$ cat config.mk
export PLATFORM = sky130hd
export DESIGN_NAME = nvram_cycle_sequencer
export DESIGN_NICKNAME = d
export VERILOG_FILES = /design/src/rtl/nvram_seq_pkg.sv /design/src/rtl/phase_counter.sv /design/src/rtl/nvram_cycle_sequencer.sv
export SDC_FILE = /design/constraint.sdc
export NUM_CORES = 1
export LEC_CHECK = 0
export CAP_MARGIN = 25
export CORE_MARGIN = 10
export CORE_UTILIZATION = 40
export DETAILED_ROUTE_END_ITERATION = 6
export DONT_BUFFER_PORTS = 1
export PLACE_DENSITY = 0.58
export SYNTH_ARGS = -nofsm -noshare
export SYNTH_HDL_FRONTEND = slang
export SYNTH_SLANG_ARGS = --single-unit
$ cat constraint.sdc
create_clock -name Clk -period 4.6 [get_ports Clk]
set_input_delay 0.69 -clock Clk [delete_from_list [all_inputs] [get_ports Clk]]
set_output_delay 0.69 -clock Clk [all_outputs]
set_load 0.1 [all_outputs]
$ cat src/rtl/nvram_seq_pkg.sv
// Shared state codes, access modes and default FM1808 timing for the NVRAM cycle sequencer.
// Pure constants; no logic, latency or backpressure of its own.
package nvram_seq_pkg;

  typedef enum logic [2:0] {
    S_IDLE      = 3'd0,
    S_SETUP     = 3'd1,
    S_ACCESS    = 3'd2,
    S_HOLD      = 3'd3,
    S_PRECHARGE = 3'd4
  } seq_state_t;

  localparam logic MODE_RD = 1'b0;
  localparam logic MODE_WR = 1'b1;

  // At 16 MHz one cycle is 62.5 ns, so single-cycle setup/hold margins cover FM1808 timing.
  localparam int DEF_CNT_W       = 4;
  localparam int DEF_T_SETUP     = 1;
  localparam int DEF_T_HOLD      = 1;
  localparam int DEF_T_PRECHARGE = 2;
  localparam int DEF_MAX_EXTEND  = 15;

endpackage

$ cat src/rtl/phase_counter.sv
// Loadable down-counter with hold and a registered zero flag; load/decrement take effect next edge.
// No backpressure: hold freezes the count, load overrides hold.
module phase_counter #(
  parameter int CNT_W = 4
) (
  input  logic             clk,
  input  logic             rst,
  input  logic             load,
  input  logic [CNT_W-1:0] load_val,
  input  logic             hold,
  output logic             zero
);

  logic [CNT_W-1:0] count;

  always_ff @(posedge clk) begin
    if (rst) begin
      count <= '0;
      zero  <= 1'b1;
    end else if (load) begin
      count <= load_val;
      zero  <= (load_val == '0);
    end else if (!hold && (count != '0)) begin
      count <= count - CNT_W'(1);
      zero  <= (count == CNT_W'(1));
    end
  end

endmodule

$ cat src/rtl/nvram_cycle_sequencer.sv
// /CE,/WE,/OE cycle sequencer: Done lands T_SETUP+D+T_HOLD+T_PRECHARGE+stalls edges after Start.
// Extend stalls ACCESS up to MAX_EXTEND edges, then the cycle is forced to HOLD and Error flags it.
module nvram_cycle_sequencer
  import nvram_seq_pkg::*;
#(
  parameter int CNT_W       = DEF_CNT_W,
  parameter int T_SETUP     = DEF_T_SETUP,
  parameter int T_HOLD      = DEF_T_HOLD,
  parameter int T_PRECHARGE = DEF_T_PRECHARGE,
  parameter int MAX_EXTEND  = DEF_MAX_EXTEND
) (
  input  logic             Clk,
  input  logic             Reset,
  input  logic             Start,
  input  logic             ReadSeq,
  input  logic             WriteSeq,
  input  logic             Extend,
  input  logic [CNT_W-1:0] Delay,
  output logic             CE,
  output logic             WE,
  output logic             OE,
  output logic             Busy,
  output logic             Done,
  output logic             Error,
  output logic [2:0]       SeqState
);

  // Counters hold "cycles remaining minus one" so the zero flag marks the last cycle of a phase.
  localparam logic [CNT_W-1:0] SETUP_LD = CNT_W'(T_SETUP - 1);
  localparam logic [CNT_W-1:0] HOLD_LD  = CNT_W'(T_HOLD - 1);
  localparam logic [CNT_W-1:0] PRE_LD   = CNT_W'(T_PRECHARGE - 1);
  localparam logic [CNT_W-1:0] STALL_LD = CNT_W'(MAX_EXTEND - 1);

  seq_state_t       state, state_nx;
  logic             mode, mode_nx;
  logic [CNT_W-1:0] acc_len, acc_nx;
  logic             timeout, to_nx;
  logic             done_nx, err_nx;
  logic             ph_load, ph_hold, ph_zero;
  logic [CNT_W-1:0] ph_val;
  logic             st_load, st_hold, st_zero;

  phase_counter #(.CNT_W(CNT_W)) u_phase (
    .clk(Clk), .rst(Reset), .load(ph_load), .load_val(ph_val), .hold(ph_hold), .zero(ph_zero)
  );

  phase_counter #(.CNT_W(CNT_W)) u_stall (
    .clk(Clk), .rst(Reset), .load(st_load), .load_val(STALL_LD), .hold(st_hold), .zero(st_zero)
  );

  always_comb begin
    state_nx = state;
    mode_nx  = mode;
    acc_nx   = acc_len;
    to_nx    = timeout;
    done_nx  = 1'b0;
    err_nx   = 1'b0;
    ph_load  = 1'b0;
    ph_val   = '0;
    ph_hold  = 1'b1;
    st_load  = 1'b0;
    st_hold  = 1'b1;
    case (state)
      S_IDLE: begin
        if (Start) begin
          if (ReadSeq ^ WriteSeq) begin
            state_nx = S_SETUP;
            mode_nx  = WriteSeq ? MODE_WR : MODE_RD;
            acc_nx   = (Delay == '0) ? '0 : Delay - CNT_W'(1);
            to_nx    = 1'b0;
            ph_load  = 1'b1;
            ph_val   = SETUP_LD;
            st_load  = 1'b1;
          end else begin
            err_nx = 1'b1;
          end
        end
      end
      S_SETUP: begin
        if (ph_zero) begin
          state_nx = S_ACCESS;
          ph_load  = 1'b1;
          ph_val   = acc_len;
        end else begin
          ph_hold = 1'b0;
        end
      end
      S_ACCESS: begin
        // A stalled edge never advances the access count.
        if (Extend) begin
          if (st_zero) begin
            state_nx = S_HOLD;
            to_nx    = 1'b1;
            ph_load  = 1'b1;
            ph_val   = HOLD_LD;
          end else begin
            st_hold = 1'b0;
          end
        end else if (ph_zero) begin
          state_nx = S_HOLD;
          ph_load  = 1'b1;
          ph_val   = HOLD_LD;
        end else begin
          ph_hold = 1'b0;
        end
      end
      S_HOLD: begin
        if (ph_zero) begin
          state_nx = S_PRECHARGE;
          ph_load  = 1'b1;
          ph_val   = PRE_LD;
        end else begin
          ph_hold = 1'b0;
        end
      end
      S_PRECHARGE: begin
        if (ph_zero) begin
          state_nx = S_IDLE;
          done_nx  = 1'b1;
          err_nx   = timeout;
        end else begin
          ph_hold = 1'b0;
        end
      end
      default: state_nx = S_IDLE;
    endcase
  end

  // Pin outputs are decoded from the next state so they change on the same edge as SeqState.
  always_ff @(posedge Clk) begin
    if (Reset) begin
      state    <= S_IDLE;
      mode     <= MODE_RD;
      acc_len  <= '0;
      timeout  <= 1'b0;
      CE       <= 1'b1;
      WE       <= 1'b1;
      OE       <= 1'b1;
      Busy     <= 1'b0;
      Done     <= 1'b0;
      Error    <= 1'b0;
      SeqState <= 3'd0;
    end else begin
      state    <= state_nx;
      mode     <= mode_nx;
      acc_len  <= acc_nx;
      timeout  <= to_nx;
      CE       <= !((state_nx == S_SETUP) || (state_nx == S_ACCESS) || (state_nx == S_HOLD));
      WE       <= !((state_nx == S_ACCESS) && (mode_nx == MODE_WR));
      OE       <= !((state_nx == S_ACCESS) && (mode_nx == MODE_RD));
      Busy     <= (state_nx != S_IDLE);
      Done     <= done_nx;
      Error    <= err_nx;
      SeqState <= state_nx;
    end
  end

endmodule

==> flow_metrics.py <==
metrics = {
    "layout": {
        "n_fill_cell": 354,
        "layout_commonest_cell": "dfxtp_1",
        "seq_area_um2": 500,
        "utilization": 0.435,
        "synthToLayoutAreaGrowth_pct": 5.30,
        "multiInputGateArea_um2": 815,
        "final_cell_mix": "25 x dfxtp_1, 11 x nand2_1, 10 x nor2_1",
        "fin_area_mm2": 0.00144,
        "diodes": 0,
        "fin_nets": 165,
        "drive_above_1_share": 0.128,
    },
    "grt": {
        "grt_antenna_before_repair": 0,
        "grt_pass1_vias": 1039,
        "grt_util_all_layers": 0.0994,
        "grt_max_degree": 25,
        "grt_pass1_wl_mm": 5.10,
        "grt_remaining_overflow": 0,
    },
    "setup_path": {
        "worst_ep_arrival_time_ps": 2330,
        "cp_max_fo": 16,
        "timing.rr.start": "state[1]",
        "crit_family": "compound AO/OA/AOI/OAI gates",
        "cpPeakStageDelay_ps": 510,
        "startpoint": "state[1]",
        "reg2reg_to": "u_phase.count[1]",
        "crit_required_ps": 4830,
        "r2r_cells": 5,
        "cp-endpoint": "u_phase.count[1]",
        "worstPathBufferInverterCount": 1,
        "end_kind": "register",
        "crit_type": "register to register",
        "path_depth": 5,
        "r2r_slack_ps": 2500,
        "path_cells": "buf_4 -> nand2b_1 -> a2111oi_4 -> mux2_1 -> o31ai_1",
        "start_kind": "register",
        "cp_slowest_cell": "a2111oi_4",
    },
    "sta": {
        "fmax_mhz": 476,
        "rsz0062_at_grt": "no",
        "slew_headroom": 0.371,
        "worstMarginPinSlew_ps": 942,
        "tns_ps": 0,
        "final.period_utilization": 0.457,
        "period_minus_slack_ps": 2100,
        "skew_ps": 11.0,
        "slew_violations": 0,
        "hold_viol_final": 0,
        "setup_viol": 0,
        "whs_ps": 422,
    },
    "yosys": {
        "syn_area_mm2": 0.00137,
        "synth_ff_type": "dfxtp_1",
        "seq_area_frac_synth": 0.366,
        "syn_inst": 150,
        "yosysTopAreaCellShare": 0.366,
        "ys_seq_elements": 25,
        "yosys.area.top_type": "dfxtp_1",
        "synthArstFlopShare": 0,
        "ys.warnings.count": 0,
        "syn_nets": 165,
        "ys_top_cells_by_area": "dfxtp_1 37%, ha_1 4.6%, a21oi_1 3.3%, nand2_1 3.0%, nor2_1 2.7%",
        "yosysUniqueCellTypes": 54,
        "syn_avg_cell_area_um2": 9.13,
        "synth_edf_count": 0,
    },
    "route": {
        "drtPass1Iterations": 4,
        "num_vias": 1073,
        "viasPerCell": 5.50,
        "route.detailed.drc": 0,
        "detail_route.iter0.violations": 73,
        "drtAntennaViolNets": 0,
        "routedWlPerCell_um": 14.7,
        "totalWireLength_mm": 2.87,
    },
    "die": {
        "fp.dieH_um": 78.5,
        "die_area_mm2": 0.00616,
        "rows": 21,
        "core_area_mm2": 0.00331,
        "die_w_um": 78.5,
        "boundaryPins": 19,
        "initial_core_util": 0.413,
    },
    "hold_path": {
        "holdCritPathClass": "input port to register",
    },
    "power": {
        "peakVddDrop_v": 0.000137,
        "pwr-share-comb": 0.272,
        "leakage_uw": 0.000498,
        "clkPwrFrac": 0.177,
        "power_switching_share": 0.397,
        "finalPower_uw": 547,
        "seqPwrFrac": 0.551,
        "p_per_area_mw_per_mm2": 380,
        "p_sw_uw": 217,
        "p_int_uw": 330,
    },
    "clocking": {
        "clkLatencyLatePin_ps": 320,
        "clock_path_buffers": 2,
        "h-tree-depth": 1,
        "cts_hold_buf": 0,
        "cts_root_buffer": "clkbuf_4",
        "clkSlewWorstSetupHoldPaths_ps": 140,
        "cts_inserted_buffers": 3,
        "cts_tree": "yes",
        "ctsResizeCount": 0,
        "cts_setup_buffers": 0,
        "clock_sinks": 25,
    },
    "status": {
        "outcome": "finished, final reports clean",
    },
    "placement": {
        "place_hpwl_mm": 2.14,
        "dpl_cell_area_mm2": 0.00141,
        "gp_congestion": 0.790,
        "portBuffers": 0,
    },
    "flow_run": {
        "cap_violations": 0,
    },
}
==> power groups by stage <==
stage                     Combinational [uW]  Sequential [uW]  Clock, uW
after floorplan                          109              322          0
after global placement                   148              306          0
after detailed placement                 150              307          0
after CTS                                150              302        103
after global routing                     169              306        109
final                                    149              302       96.7
==> cells in the mapped netlist (2+ instances only) <==
master,n
nor2_1,10
nand2b_1,3
dfxtp_1,25
nand3b_1,2
a21boi_0,2
nand2_1,11
a21oi_1,9
o21a_1,2
inv_1,5
o21bai_1,2
or2_2,2
a311oi_1,2
xnor2_1,4
clkbuf_1,4
nor4_1,2
ha_1,5
or3_1,2
xor2_1,3
o211ai_1,3
or4b_2,2
mux2_1,2
and2_1,2
nor2b_1,3
a221oi_1,2
o21ai_0,4
nor3_1,6
buf_2,4
==> cell type report <==
type | count | area share
clock buffer | 3 | 0.0156
tap | 46 | 0.0399
timing repair buffer | 3 | 0.0156
inverter | 5 | 0.0130
multi-input combinational | 112 | 0.565
sequential | 25 | 0.347
clock inverter | 1 | 0.00347
==> cells by family (layout without fill, tap and decap cells) <==
family          after synthesis  count (layout)  share of synthesized area
simple gates                 59              59                      0.264
compound gates               38              38                      0.216
xor+xnor                      7               7                     0.0448
flops                        25              25                      0.366
fa+ha+maj                     5               5                     0.0457
mux                           3               3                     0.0247
buf+inv                      13              12                     0.0393
==> worst register-to-register path: stages (launching register included) <==
cell	delay, ps
dfxtp_1	330
buf_4	380
nand2b_1	220
a2111oi_4	510
mux2_1	380
o31ai_1	190
==> through the flow <==
step	instances	setup WS (ps)
2_1_floorplan	150	2160
3_3_place_gp	191	2540
3_5_place_dp	191	2510
4_1_cts	195	2470
5_1_grt	195	2300
6_report	195	2500
==> how the worst min path moves through the flow <==
stage                     slack, ps               end        from  depth (start not counted)
after global routing            400  u_stall.count[1]       Reset                          1
after global placement          450        acc_len[3]  acc_len[3]                          2
after CTS                       400        acc_len[1]       Reset                          1
after detailed placement        460        acc_len[3]  acc_len[3]                          2
after floorplan                 440        acc_len[1]  acc_len[1]                          2
final                           420        acc_len[1]       Reset                          1
==> flip-flops by register name, indices dropped and copies added, names as in the netlist <==
name	flops
u_stall.zero	1
acc_len	4
CE	1
WE	1
u_phase.zero	1
Error	1
timeout	1
u_stall.count	4
mode	1
Done	1
state	3
Busy	1
OE	1
u_phase.count	4
==> per-layer routing <==
layer / track usage / part of all wire
met1: 0.124 / 0.46
met2: 0.160 / 0.47
met3: 0.0296 / 0.066
met4: 0.0323 / 0.0066
met5: 0 / 0
Power figures use the tool's default switching activity.
==> RTL edit, RTL diff (same flow settings) <==
Change the package constant `DEF_CNT_W` from 4 to 3.
--- a/src/rtl/nvram_seq_pkg.sv
+++ b/src/rtl/nvram_seq_pkg.sv
@@ -16,3 +16,3 @@
   // At 16 MHz one cycle is 62.5 ns, so single-cycle setup/hold margins cover FM1808 timing.
-  localparam int DEF_CNT_W       = 4;
+  localparam int DEF_CNT_W       = 3;
   localparam int DEF_T_SETUP     = 1;
Ports: changed (resized Delay); port bits go from 19 to 18. No check against the original RTL was run, so the function may have changed too.
==> RTL edit against the unedited design <==
Sequential cell count is 3 lower. Synthesized area is 10% lower. First-iteration DRC count is 44% lower. Via count is 20% lower. Power is 0.52% higher. Wire length is 19% lower. Design area is 9.4% lower. Setup slack better by 130 ps.
==> RTL edit: results (changes against the unedited design) <==
Logic synthesis
  • Mux contribution to synthesized area: 1.73% (was 2.47%)
  • Synth Area in Adders: 8.14% (was 4.57%)
  • Sequential area share after synthesis: 35.8% (was 36.6%)
  • Yosys cell types: 50 (was 54)
  • Post-synth top cells: dfxtp_1, a21oi_1, nor2_1 (was dfxtp_1, nand2_1, nor2_1)
  • Synth top area cells: dfxtp_1, ha_1, a21oi_1 (unchanged)
  • Syn Inst Count: 128 (was 150)
  • XOR/XNOR Fraction of Synth Area: 3.46% (was 4.48%)

Drt
  • Met2 WL: 930 um (was 1350 um)
  • DRT Pass-1 Iters: 6 (was 4)
  • DRT iter0 DRCs: 41 (was 73)
  • Vias after detailed routing: 863 (was 1073)

Place
  • GPL Wtd Cong: 0.761 (was 0.790)

Cells and area
  • Ratio of cells with drive above 1 in the final layout: 19.4% (was 12.8%)

Power and ir drop
  • Total internal power: 344 uW (was 330 uW)
  • Static Leak: 0.000517 uW (was 0.000498 uW)

Critical path
  • Data arrival, critical path: 1290 ps (was 2330 ps)
  • CP Max Fanout: 1 (was 16)
  • Reg2reg setup slack: 2690 ps (was 2500 ps)
  • Reg2reg path depth: 6 (was 5)
  • Worst reg2reg endpoint: u_stall.count[2] (was u_phase.count[1])

Global route
  • First-pass GRT wire length: 3920 um (was 5100 um)
  • Vias in the first global route: 844 (was 1039)
  • Grt met2 use: 13.3% (was 16.0%)
  • Largest net degree at the start of global routing: 18 (was 25)
  • Met3 Use GR: 3.91% (was 2.96%)

STA
  • Slew headroom: 36.4% (was 37.1%)

Run status
  • Outcome: finished, final reports clean (unchanged)

Hold path
  • Hold EP: u_stall.count[2] (was acc_len[1])
[RTL edit: area by class of cell]
| class | instances | area, um2 | share of cell area [%] |
|---|---|---|---|
| well taps | 33 | 41.3 | 3.16 |
| flip-flops and latches | 22 | 440 | 33.7 |
| clock inverters | 1 | 30.0 | 2.30 |
| multi-input cells | 92 | 719 | 55.1 |
| clock buffers | 3 | 22.5 | 1.72 |
| inverters | 8 | 30.0 | 2.30 |
| repair buffers | 3 | 22.5 | 1.72 |
[RTL edit: how the worst max path moves through the flow]
stage	startpoint	to	slack, ps	cells past startpoint
2_1_floorplan	state[0]	u_phase.count[0]	2510	6
3_3_place_gp	WriteSeq	WE	2730	5
3_5_place_dp	WriteSeq	WE	2690	5
4_1_cts	WE	WE	2590	0
5_1_grt	WE	WE	2570	0
6_report	WE	WE	2620	0
[RTL edit: through the flow]
step           setup WS [ps]  power, uW  utilization, %  hold WS (ps)
2_1_floorplan           2510        391               -           449
3_3_place_gp            2730        406            41.8           467
3_5_place_dp            2690        408            41.8           464
4_1_cts                 2590        560            43.5           406
5_1_grt                 2570        581            43.5           396
6_report                2620        550            43.5           431
[RTL edit: power by group through the flow]
stage	registers (uW)	logic [uW]	clock network (uW)
detailed placement	281	127	0
global route	279	142	160
CTS	277	128	155
global placement	281	126	0
floorplan	294	97.0	0
finish	277	126	148
[RTL edit: logic make-up (layout without fill, tap and decap cells)]
family                     Yosys count  after routing
muxes                                2              2
xor gates and xnor gates             4              4
AOI/OAI and AO/OA                   28             28
buffers and inverters               14             15
and+or+nand+nor                     50             50
DFF                                 22             22
adders and majority gates            8              8
